### src/rtl/nn_fixed_pkg.sv
// Shared fixed-point definitions for the LSTM activation datapath.
// Activations are signed Q4.4. LUT entries pair a segment base with the
// value at the following segment.
package nn_fixed_pkg;

    localparam int NN_DATA_W = 8;
    localparam int NN_ADDR_W = 4;
    localparam int NN_FRAC_W = NN_DATA_W - NN_ADDR_W;

    // sigmoid(x) scaled by 16, so 1.0 in the output domain
    localparam int SIG_ONE = 16;

    typedef logic signed [NN_DATA_W-1:0] q4_4_t;

    typedef struct packed {
        q4_4_t base;
        q4_4_t next;
    } lut_entry_t;

endpackage

### src/rtl/sigmoid_act.sv
// Integration wrapper pairing the interpolator with the sigmoid table.
// The table lives here rather than inside the interpolator so the same
// interpolator can be reused with a tanh table.
module sigmoid_act
    import nn_fixed_pkg::*;
(
    input  logic                 clk,
    input  logic                 rst,
    input  logic                 in_valid,
    output logic                 in_ready,
    input  logic [NN_DATA_W-1:0] in_data,
    output logic                 out_valid,
    input  logic                 out_ready,
    output logic [NN_DATA_W-1:0] out_data
);

    logic [NN_ADDR_W-1:0] lut_address_s;
    logic [NN_DATA_W-1:0] lut_base_s;
    logic [NN_DATA_W-1:0] lut_next_s;

    sigmoid_lut u_lut (
        .lut_address (lut_address_s),
        .lut_base    (lut_base_s),
        .lut_next    (lut_next_s)
    );

    sigmoid_interp u_interp (
        .clk         (clk),
        .rst         (rst),
        .in_valid    (in_valid),
        .in_ready    (in_ready),
        .in_data     (in_data),
        .lut_address (lut_address_s),
        .lut_base    (lut_base_s),
        .lut_next    (lut_next_s),
        .out_valid   (out_valid),
        .out_ready   (out_ready),
        .out_data    (out_data)
    );

endmodule

### src/rtl/sigmoid_lut.sv
// Combinational 16-entry sigmoid table, floor(16*sigmoid(n)) for integer n.
// Indices 0..7 hold n = 0..7 and indices 8..15 hold n = -8..-1.
// The next-segment value saturates at index 7 and wraps from 15 (n=-1)
// to 0 (n=0), so the interpolator never needs to know the table layout.
module sigmoid_lut
    import nn_fixed_pkg::*;
(
    input  logic [NN_ADDR_W-1:0] lut_address,
    output logic [NN_DATA_W-1:0] lut_base,
    output logic [NN_DATA_W-1:0] lut_next
);

    function automatic q4_4_t sig_value(input logic [NN_ADDR_W-1:0] idx);
        case (idx)
            4'd0:    sig_value = q4_4_t'(SIG_ONE / 2);
            4'd1:    sig_value = 8'sd11;
            4'd2:    sig_value = 8'sd14;
            4'd3:    sig_value = 8'sd15;
            4'd4:    sig_value = 8'sd15;
            4'd5:    sig_value = 8'sd15;
            4'd6:    sig_value = 8'sd15;
            4'd7:    sig_value = 8'sd15;
            4'd14:   sig_value = 8'sd1;
            4'd15:   sig_value = 8'sd4;
            default: sig_value = 8'sd0;
        endcase
    endfunction

    logic [NN_ADDR_W-1:0] next_idx_s;
    lut_entry_t           entry_s;

    // Select the neighbouring segment and look up both table values
    always_comb begin
        next_idx_s = 4'd0;
        if (lut_address == 4'd7) begin
            next_idx_s = lut_address;
        end else begin
            next_idx_s = lut_address + 4'd1;
        end
        entry_s.base = sig_value(lut_address);
        entry_s.next = sig_value(next_idx_s);
    end

    assign lut_base = entry_s.base;
    assign lut_next = entry_s.next;

endmodule

### src/rtl/sigmoid_interp.sv
// Three-stage piecewise-linear interpolator. S0 captures the sample and
// addresses the external LUT, S1 captures base/slope/fraction, and S2
// forms base + (slope*frac >>> FRAC_W). A single stall enable freezes all
// stages whenever the output is held by the consumer.
module sigmoid_interp
    import nn_fixed_pkg::*;
#(
    parameter int DATA_W = NN_DATA_W,
    parameter int ADDR_W = NN_ADDR_W,
    parameter int FRAC_W = DATA_W - ADDR_W
) (
    input  logic              clk,
    input  logic              rst,
    input  logic              in_valid,
    output logic              in_ready,
    input  logic [DATA_W-1:0] in_data,
    output logic [ADDR_W-1:0] lut_address,
    input  logic [DATA_W-1:0] lut_base,
    input  logic [DATA_W-1:0] lut_next,
    output logic              out_valid,
    input  logic              out_ready,
    output logic [DATA_W-1:0] out_data
);

    localparam int DIFF_W = DATA_W + 1;
    localparam int PROD_W = DATA_W + FRAC_W + 1;

    logic                     en_s;
    logic                     accept_s;

    logic [DATA_W-1:0]        x0_r;
    logic                     v0_r;

    logic signed [DIFF_W-1:0] diff_next_s;
    logic signed [DATA_W-1:0] base1_r;
    logic signed [DIFF_W-1:0] diff1_r;
    logic [FRAC_W-1:0]        frac1_r;
    logic                     v1_r;

    logic signed [PROD_W-1:0] diff_ext_s;
    logic signed [PROD_W-1:0] frac_ext_s;
    logic signed [PROD_W-1:0] base_ext_s;
    logic signed [PROD_W-1:0] prod_s;
    logic [DATA_W-1:0]        out_next_s;

    logic                     out_valid_r;
    logic [DATA_W-1:0]        out_data_r;

    // Global stall enable and input handshake; no acceptance while in reset
    always_comb begin
        en_s     = 1'b0;
        in_ready = 1'b0;
        accept_s = 1'b0;
        en_s     = !out_valid_r || out_ready;
        if (rst) begin
            in_ready = en_s;
        end else begin
            in_ready = 1'b0;
        end
        accept_s = in_valid && in_ready;
    end

    // S0: capture the raw sample; its integer part addresses the LUT
    always_ff @(posedge clk or negedge rst) begin
        if (!rst) begin
            x0_r <= '0;
            v0_r <= 1'b0;
        end else if (en_s) begin
            x0_r <= in_data;
            v0_r <= accept_s;
        end
    end

    assign lut_address = x0_r[DATA_W-1:FRAC_W];

    // Segment slope, widened by one bit so the subtraction cannot wrap
    always_comb begin
        diff_next_s = '0;
        diff_next_s = DIFF_W'($signed(lut_next)) - DIFF_W'($signed(lut_base));
    end

    // S1: capture segment base, slope and the unsigned fraction
    always_ff @(posedge clk or negedge rst) begin
        if (!rst) begin
            base1_r <= '0;
            diff1_r <= '0;
            frac1_r <= '0;
            v1_r    <= 1'b0;
        end else if (en_s) begin
            base1_r <= $signed(lut_base);
            diff1_r <= diff_next_s;
            frac1_r <= x0_r[FRAC_W-1:0];
            v1_r    <= v0_r;
        end
    end

    // S2 arithmetic: signed slope times zero-extended fraction, floor shift
    always_comb begin
        diff_ext_s = '0;
        frac_ext_s = '0;
        base_ext_s = '0;
        prod_s     = '0;
        out_next_s = '0;
        diff_ext_s = PROD_W'(diff1_r);
        frac_ext_s = PROD_W'({1'b0, frac1_r});
        base_ext_s = PROD_W'(base1_r);
        prod_s     = diff_ext_s * frac_ext_s;
        out_next_s = DATA_W'(base_ext_s + (prod_s >>> FRAC_W));
    end

    // S2: registered result, held while the consumer stalls
    always_ff @(posedge clk or negedge rst) begin
        if (!rst) begin
            out_data_r  <= '0;
            out_valid_r <= 1'b0;
        end else if (en_s) begin
            out_data_r  <= out_next_s;
            out_valid_r <= v1_r;
        end
    end

    assign out_valid = out_valid_r;
    assign out_data  = out_data_r;

endmodule

### config.mk
export PLATFORM = sky130hd
export DESIGN_NAME = sigmoid_act
export DESIGN_NICKNAME = d
export VERILOG_FILES = /design/src/rtl/nn_fixed_pkg.sv /design/src/rtl/sigmoid_act.sv /design/src/rtl/sigmoid_lut.sv /design/src/rtl/sigmoid_interp.sv
export SDC_FILE = /design/constraint.sdc
export NUM_CORES = 1
export LEC_CHECK = 0
export CORE_MARGIN = 1.5
export CORE_UTILIZATION = 60
export DETAILED_ROUTE_END_ITERATION = 10
export PLACE_DENSITY = 0.88
export SLEW_MARGIN = 20
export SYNTH_ARGS = -nofsm -noshare
export SYNTH_HDL_FRONTEND = slang
export SYNTH_SLANG_ARGS = --single-unit
### constraint.sdc
create_clock -name clk -period 5.6 [get_ports clk]
set_clock_uncertainty 0.2 [all_clocks]
set_input_delay 0.56 -clock clk [delete_from_list [all_inputs] [get_ports clk]]
set_output_delay 0.56 -clock clk [all_outputs]
set_load 0.03 [all_outputs]
; ---- Word level (Yosys, flattened, before mapping)
; Memories as Yosys holds them, arrays and structs flattened.
; Index checks and enable logic that the tools add are counted.
[word_totals]
input_bits = 12
reg_bits = 40
elab_cells = 20
mem_bits_ro = 128
n_memories = 2
output_inout_bits = 10
[op_classes]
n_addsub = 3
mul = 1
n_eq_ne = 1
n_reduce_logical = 3
mux = 2
[mem_list]
columns = memory, depth, word_bits, read_ports, rd_ports_with_merged_regs, write_ports, line_no
row1 = (name not given), 16, 4, 1, 0, 0, sigmoid_lut.sv:14  ; case (idx)
row2 = (name not given), 16, 4, 1, 0, 0, sigmoid_lut.sv:14
[ops]
columns = cell, n
row1 = $mul 9x5->12, 1
row2 = $sub 8x8->9, 1
row3 = $add 8x8->8, 1
row4 = $add 4x1->4 const B, 1
row5 = $eq 4x3->1 const B, 1
row6 = $mux 4, 1
row7 = $logic_and 1x1->1, 1
row8 = $logic_not 1->1, 1
row9 = $logic_or 1x1->1, 1
row10 = $mux 1, 1

; ---- Depth between registers and ports, before layout
; Gate-level depths: netlist of the first run.
[depth]
ltp_word = 4
mapped_depth = 20
ltp_nobuf = 19

; ---- Cells and area by module
; Synthesis of the first run repeated with hierarchy kept, for this count alone.
[hier_totals]
hier_cells = 407
area_unflattened_um2 = 3495.9
[by_module_without_submodules]
columns = mod, cells_each, area_per_inst_um2, seq_area_each_um2, instances
row1 = sigmoid_interp, 365, 3215.6, 1001.0, 1
row2 = sigmoid_lut, 42, 280.3, 0.0, 1

; ---- Worst setup path after synthesis of the first run
; No wires, ideal clock.
[synth_path]
kind = register to register
startpoint = register u_interp.frac1_r[2]
endpoint = register u_interp.out_data_r[5], in the netlist u_interp.out_data[5]
arrival_time_ns = 4.272
path_buffers = 0
stages_incl_launch_ff = 19
synth_period_minus_slack_ns = 4.596
slack_ns = 1.004
t_required_ns = 5.276
setup_ns = 0.124
cell_sequence = dfrtp_1 > and2_1 > ha_1 > fa_1 > inv_1 > fa_1 > inv_1 > ha_1 > a21oi_1 > nand2_1 > or2_2 > xor2_1 > ha_1 > a21oi_1 > o21bai_1 > o21ai_1 > mux2i_1 > o211ai_1 > a211o_1
[synth_via]
elab_chain_cells = 2
[synth_rtl]
columns = element, line_no
row1 = start: declaration, sigmoid_interp.sv:37  ; logic [FRAC_W-1:0] frac1_r;
row2 = start signal: assignment, sigmoid_interp.sv:92  ; frac1_r <= x0_r[FRAC_W-1:0];
row3 = $mul 9x5->12, sigmoid_interp.sv:107  ; prod_s = diff_ext_s * frac_ext_s;
row4 = $add 8x8->8, sigmoid_interp.sv:108  ; out_next_s = DATA_W'(base_ext_s + (prod_s >>> FRAC_W));
row5 = end signal: assignment, sigmoid_interp.sv:117  ; out_data_r <= out_next_s;
row6 = end: declaration, sigmoid_interp.sv:47  ; logic [DATA_W-1:0] out_data_r;
; No other way between the ends.
; A chain may end at the register's enable or synchronous reset.

; ---- Worst setup path after layout of the first run
; Ends and elaborated chain as after synthesis.

==> results.md, run 1 <==
- Cells after Synth: 328
- Core ar.: 4720 um2
- Initial core utilization: 62.0%
- Vias/cell: 5.30
- Max-cap viol count: 0
- Fin. Hold Viols: 0
- Fmax: roughly 200 MHz
- Fin crit period: 4.93 ns
- Num CTS Buffers: 5
- Clock-pin slew on the worst setup and hold paths: roughly 0.07 ns
- Hpwl dp: about 4400 um
- Worst slew pin tran: roughly 0.50 ns
- WL/cell: 13.8 um
- CP cell instances: and2_1 > ha_1 > fa_1 > inv_1 > fa_1 > inv_1 > ha_1 > a21oi_1 > nand2_1 > or2_2 > xor2_1 > ha_1 > a21oi_1 > o21bai_1 > o21ai_1 > mux2i_1 > o211ai_1 > a211o_1
- Seq cells post-synth: 34
- CP endpoint: u_interp.out_data[5]
- Die Span Y: 72.8 um
- Final Max Slew Viols: 0
- ANT nets after route: 0
- Async S/R FF share, synth: 100%
- Crit path launch type: register
- Post-CTS setup buffers: 0
- Hold buffer count at cts: 0
- Post-synth top flop: dfrtp_1
- Initial antenna violation count: 0
- Average cell area after synthesis: approximately 8.9 um2
- Largest area contributor in the netlist: dfrtp_1
- Die W: ~73 um
- Status: completed
- HP Class: reg -> reg
- Critical Path RT: 5.58 ns
- CP Class: reg -> reg
- CP dominant cell by count: ha_1
- Yosys warning count: 0
- Sequential area share after synthesis: 29.1%
- Worst path arrival time: 4.92 ns
- DRC violations left: 0
- Synth top area cells: dfrtp_1, ha_1, fa_1, nand2_1, inv_1
- Commonest cells in the synthesized netlist: nand2_1, inv_1, dfrtp_1
- H-Tree Depth: 2
- First-pass GRT wire length: 10,100 um
- Number of DRC markers in iteration 0: 60
- Vias: 2,203
- Ant. Diodes: 0
- Post-synthesis cell type count: 44
- Clk sink count: 34
- I/O Buffers: 21
- FILL cells: 372
- Synthesized net count: 390
- Crit-path max FO: 9
- Post-synth EDFFs: 0
- Final Setup Violations: 0
- Gr usage total: 25.0%
- Fin Setup TNS: 0 ns
- Clock buffer depth: 2
- CP endpoint kind: register
- Cts repair resizes: 0
- Worst setup path start: u_interp.frac1_r[2]
- Gpl congestion: 0.817
- CTS root buf: clkbuf_8
- Largest net degree at the start of global routing: 39
- Final WL: 5730 um
- Die area: 5310 um2
- Worst reg2reg path depth: 18
- Synth top area share: 29.1%
- Rows: 25
- Nets: 410
- Slowest cell on the critical path: fa_1
- Share of layout cells above drive strength 1: 7.16%
- Synthesized area: 2930 um2
- R2r startpoint: u_interp.frac1_r[2]
- TritonCTS clock tree: built
- Vias in the first global route: 2,240
- I/O pin cnt: 22
- Period utilization: 88.1%
- FF-to-FF setup slack: 0.67 ns
- Critical path's largest stage delay: 0.52 ns
- Most common cell in the netlist: nand2_1
- Area Growth Syn to Fin: 12.0%
- RSZ-0062 raised after global routing: false
- Grt ovf: 0
- Relative slew slack: 66.6%
- Skew-Pair Late Insertion Delay: 0.29 ns
- Pre-antenna DRT Iters: 4
- Worst r2r dst: u_interp.out_data[5]
registers in the layout, summed over array words and instances, names as in the netlist:
signal              cells
u_interp.v1_r           1
u_interp.x0_r           8
u_interp.out_data       8
u_interp.diff1_r        7
u_interp.v0_r           1
u_interp.base1_r        4
u_interp.out_valid      1
u_interp.frac1_r        4
through the flow:
stage	cell area (um2)	hold WS, ns	instances	setup WS, ns	utilization, %
floorplan	2930	0.0644	328	1.00	-
global placement	3180	0.247	408	0.849	67.4
detailed placement	3180	0.256	408	0.722	67.4
CTS	3280	0.272	416	0.710	69.4
global route	3280	0.296	416	0.352	69.4
finish	3280	0.268	416	0.666	69.4
placed cells by master, fill, tap and decap left out, types with 13 or more instances in the layout:
master	netlist	layout
o21ai_0	13	13
inv_1	36	36
fa_1	18	18
a21oi_1	16	16
nor2_1	17	17
nand2_1	63	63
and2_1	18	18
clkdlybuf4s50_1	0	21
ha_1	32	32
xnor2_1	13	13
dfrtp_1	34	34
cell type report:
type | instances | area, um2 | share of cell area (%)
multi-input cells | 246 | 1870 | 57.1
flip-flops and latches | 34 | 851 | 26.0
repair buffers | 25 | 240 | 7.33
inverters | 36 | 135 | 4.12
well taps | 67 | 83.8 | 2.56
clock buffers | 6 | 82.6 | 2.52
clock inverters | 2 | 12.5 | 0.382
kinds of logic after synthesis:
group / Yosys count / synth area share [%]
muxes: 2 / 0.727
and+or+nand+nor: 129 / 21.8
adders and majority gates: 50 / 26.0
AOI/OAI and AO/OA: 47 / 9.71
DFF: 34 / 29.1
buffers and inverters: 48 / 7.05
xor gates and xnor gates: 18 / 5.64
critical path, delay by kind of cell, from the launching register on:
kind / cells / cell delay, ns
fa+ha+maj: 5 / 2.00
compound gates: 6 / 1.06
simple gates: 3 / 0.63
flops: 1 / 0.47
mux: 1 / 0.22
xor+xnor: 1 / 0.15
buf+inv: 2 / 0.09
per-layer routing:
layer | share of wire, % | GRT usage, % | vias to the layer above
met2 | 52 | 43.6 | 32
met4 | 1.6 | 7.34 | 0
li1 | - | - | 1094
met3 | 2.4 | 4.56 | 11
met1 | 44 | 31.8 | 1066
met5 | 0 | 0 | -
how the worst min path moves through the flow:
| stage | startpoint | cells past startpoint | slack (ns) | endpoint |
|---|---|---|---|---|
| global route | u_interp.v1_r | 1 | 0.30 | u_interp.out_valid |
| CTS | u_interp.v1_r | 2 | 0.27 | u_interp.v1_r |
| finish | u_interp.v0_r | 2 | 0.27 | u_interp.v0_r |
| floorplan | rst | 0 | 0.06 | u_interp.base1_r[0] |
| detailed placement | u_interp.v1_r | 2 | 0.26 | u_interp.v1_r |
| global placement | u_interp.v1_r | 2 | 0.25 | u_interp.v1_r |
Power of run 1 is left out: the tool's default activity adds up to more than one toggle a clock period on the data nets, which glitch-free logic cannot reach.
==> run 2: changes to the inputs <==
--- a/config.mk
+++ b/config.mk
@@ -5,6 +5,7 @@
 export SDC_FILE = /design/constraint.sdc
 export NUM_CORES = 1
 export LEC_CHECK = 0
+export CAP_MARGIN = 30
 export CORE_MARGIN = 1.5
 export CORE_UTILIZATION = 60
 export DETAILED_ROUTE_END_ITERATION = 10
==> constraint.sdc (replaced) <==
create_clock -name clk -period 4.54 [get_ports clk]
set_clock_uncertainty 0.2 [all_clocks]
set_input_delay 0.454 -clock clk [delete_from_list [all_inputs] [get_ports clk]]
set_output_delay 0.454 -clock clk [all_outputs]
set_load 0.03 [all_outputs]
==> results.md, run 2 (synthesis gave the netlist of run 1 again) <==
- Top delay family on crit path: adder cells
- Worst r2r dst: u_interp.out_data[5]
- Grt ovf: 0 (unchanged)
- Clk sink count: 34 (unchanged)
- Die W: 72.8 um (unchanged)
- Vias: 2,324 (+5.5%)
- Pre-CTS setup slack: -0.0700 ns (-0.792 ns)
- Worst setup margin: 0.112 ns (-0.554 ns)
- Largest net degree at the start of global routing: 39 (unchanged)
- Fmax: 226 MHz (+11%)
- Max-cap viol count: 0 (unchanged)
- FF-to-FF setup slack: 0.11 ns (-0.55 ns)
- Ant. Diodes: 0 (unchanged)
- Fin. Hold Viols: 0 (unchanged)
- R2r startpoint: u_interp.frac1_r[3]
- CP endpoint: u_interp.out_data[5]
- Clock-pin slew on the worst setup and hold paths: 0.08 ns (about the same)
- Initial antenna violation count: 0 (unchanged)
- Final Max Slew Viols: 0 (unchanged)
- Status: completed
- FILL cells: 316 (-15%)
- CTS root buf: clkbuf_8
- Fin crit period: 4.43 ns (-0.506 ns)
- Hpwl dp: 4690 um (+7.1%)
- Commonest non-fill, non-tap cell in the layout: nand2_1
- WL/cell: 15.1 um (+9.5%)
- CP Class: reg -> reg
- Hold depth: 2 (unchanged)
- Area Growth Syn to Fin: 20.8%
- Die Span Y: 72.8 um (unchanged)
- Worst path arrival time: 4.42 ns (-0.50 ns)
- Period utilization: 97.5% (+9.4 points)
- DRC violations left: 0 (unchanged)
- Worst reg2reg path depth: 20 (+2)
- CP cell instances: and2_1 > ha_1 > inv_1 > fa_1 > fa_1 > inv_1 > ha_4 > nand3_1 > nand2_1 > or2_4 > a21oi_4 > xnor2_2 > ha_1 > inv_1 > o21bai_1 > o21ai_1 > buf_4 > nand3_1 > o211ai_1 > a211o_1
- HP Class: reg -> reg
- Nets: 431 (+5.1%)
- Vias/cell: 5.32 (+0.42%)
- Gr usage total: 26.2% (+1.2 points)
- Worst setup path start: u_interp.frac1_r[3]
- Gpl congestion: 0.865 (+5.8%)
- WP buf/inv: 4 (+2)
- Slowest cell on the critical path: fa_1
- Core ar.: 4720 um2 (unchanged)
- I/O Buffers: 21 (unchanged)
- Num CTS Buffers: 5 (unchanged)
- Share of layout cells above drive strength 1: 15.9% (+8.8 points)
- Critical Path RT: 4.53 ns (-1.05 ns)
- ANT nets after route: 0 (unchanged)
- Number of DRC markers in iteration 0: 101 (+68%)
- Crit-path max FO: 4 (-5)
- CP endpoint kind: register
- First-pass GRT wire length: 10,600 um (+5.2%)
- Vias in the first global route: 2,416 (+7.9%)
- Hold buffer count at cts: 0 (unchanged)
- Most frequent cells in the layout: nand2_1, inv_1, dfrtp_1, ha_1, buf_4
- Final Setup Violations: 0 (unchanged)
- Die area: 5310 um2 (unchanged)
- Skew-Pair Late Insertion Delay: 0.30 ns (about the same)
- Pre-antenna DRT Iters: 4 (unchanged)
- I/O pin cnt: 22 (unchanged)
- Crit path launch type: register
- TritonCTS clock tree: built
- Final WL: 6590 um (+15%)
- Relative slew slack: 68.9% (+2.2 points)
- Rows: 25 (unchanged)
- Worst slew pin tran: 0.467 ns (-0.0337 ns)
- H-Tree Depth: 2 (unchanged)
- Clock buffer depth: 2 (unchanged)
- Critical path's largest stage delay: 0.56 ns (+0.04 ns)
- Worst path depth: 20 (+2)
- CP dominant cell by count: inv_1
- Initial core utilization: 62.0% (unchanged)
-- run 2: cell count changes in the layout (fill, tap and decap cells not counted), moves of 2 or more --
cell / delta
clkbuf_8: +2
ha_4: +3
nor2_1: -2
inv_2: +2
a21oi_2: +2
ha_1: -3
inv_1: -2
buf_4: +21
a21oi_1: -3
xnor2_2: +2
xnor2_1: -2
-- run 2: layout make-up --
class / count / area (um2) / share of cell area, %
timing repair buffer: 46 / 398 / 11.3
multi-input combinational: 246 / 1960 / 55.4
tap: 67 / 83.8 / 2.37
sequential: 34 / 851 / 24.1
clock buffer: 8 / 110 / 3.11
inverter: 36 / 135 / 3.82
-- run 2: worst min path at each step --
| stage | from | end | slack (ns) |
|---|---|---|---|
| CTS | u_interp.x0_r[3] | u_interp.x0_r[3] | 0.28 |
| global route | u_interp.v1_r | u_interp.out_valid | 0.29 |
| floorplan | rst | u_interp.base1_r[0] | -0.04 |
| global placement | u_interp.v1_r | u_interp.out_valid | 0.24 |
| finish | u_interp.x0_r[3] | u_interp.x0_r[3] | 0.28 |
| detailed placement | u_interp.x0_r[3] | u_interp.x0_r[3] | 0.26 |
-- run 2: what timing repair did --
item	in CTS	in global routing
buffers inserted	0	5
gates cloned	0	0
setup endpoints to repair	1	4
gates resized for setup	3	10
pin swaps	5	24
-- run 2: metal layers --
layer	share of wire (%)	track usage, %	wire length, um
met5	0	0	0
met4	1.7	7.76	110
met3	2.9	4.97	192
met2	53	47.3	3520
met1	42	31.6	2760
-- run 2: worst min-delay path: stages, from the launching register on --
cell and delay [ns]:
dfrtp_1 0.35, nand2_1 0.05, nand2_1 0.05
-- run 2: stage by stage --
stage	util, %	cell area [um2]	instances	TNS, ns	hold slack [ns]
after floorplan	-	2950	328	0	-0.0416
after global placement	70.3	3320	424	0	0.241
after detailed placement	70.3	3320	424	-0.0700	0.262
after CTS	72.9	3440	432	0	0.278
after global routing	74.9	3540	437	-0.0669	0.293
final	74.9	3540	437	0	0.279
Power of run 2 is left out for the same reason.
==> run 3: changes to the inputs <==
--- a/config.mk
+++ b/config.mk
@@ -14,3 +14,4 @@
 export SYNTH_ARGS = -nofsm -noshare
 export SYNTH_HDL_FRONTEND = slang
 export SYNTH_SLANG_ARGS = --single-unit
+export TNS_END_PERCENT = 50
==> results of run 3 <==
Same layout as run 2: the final DEF is identical, and so are final timing and power.
Power of run 3 is left out for the same reason.
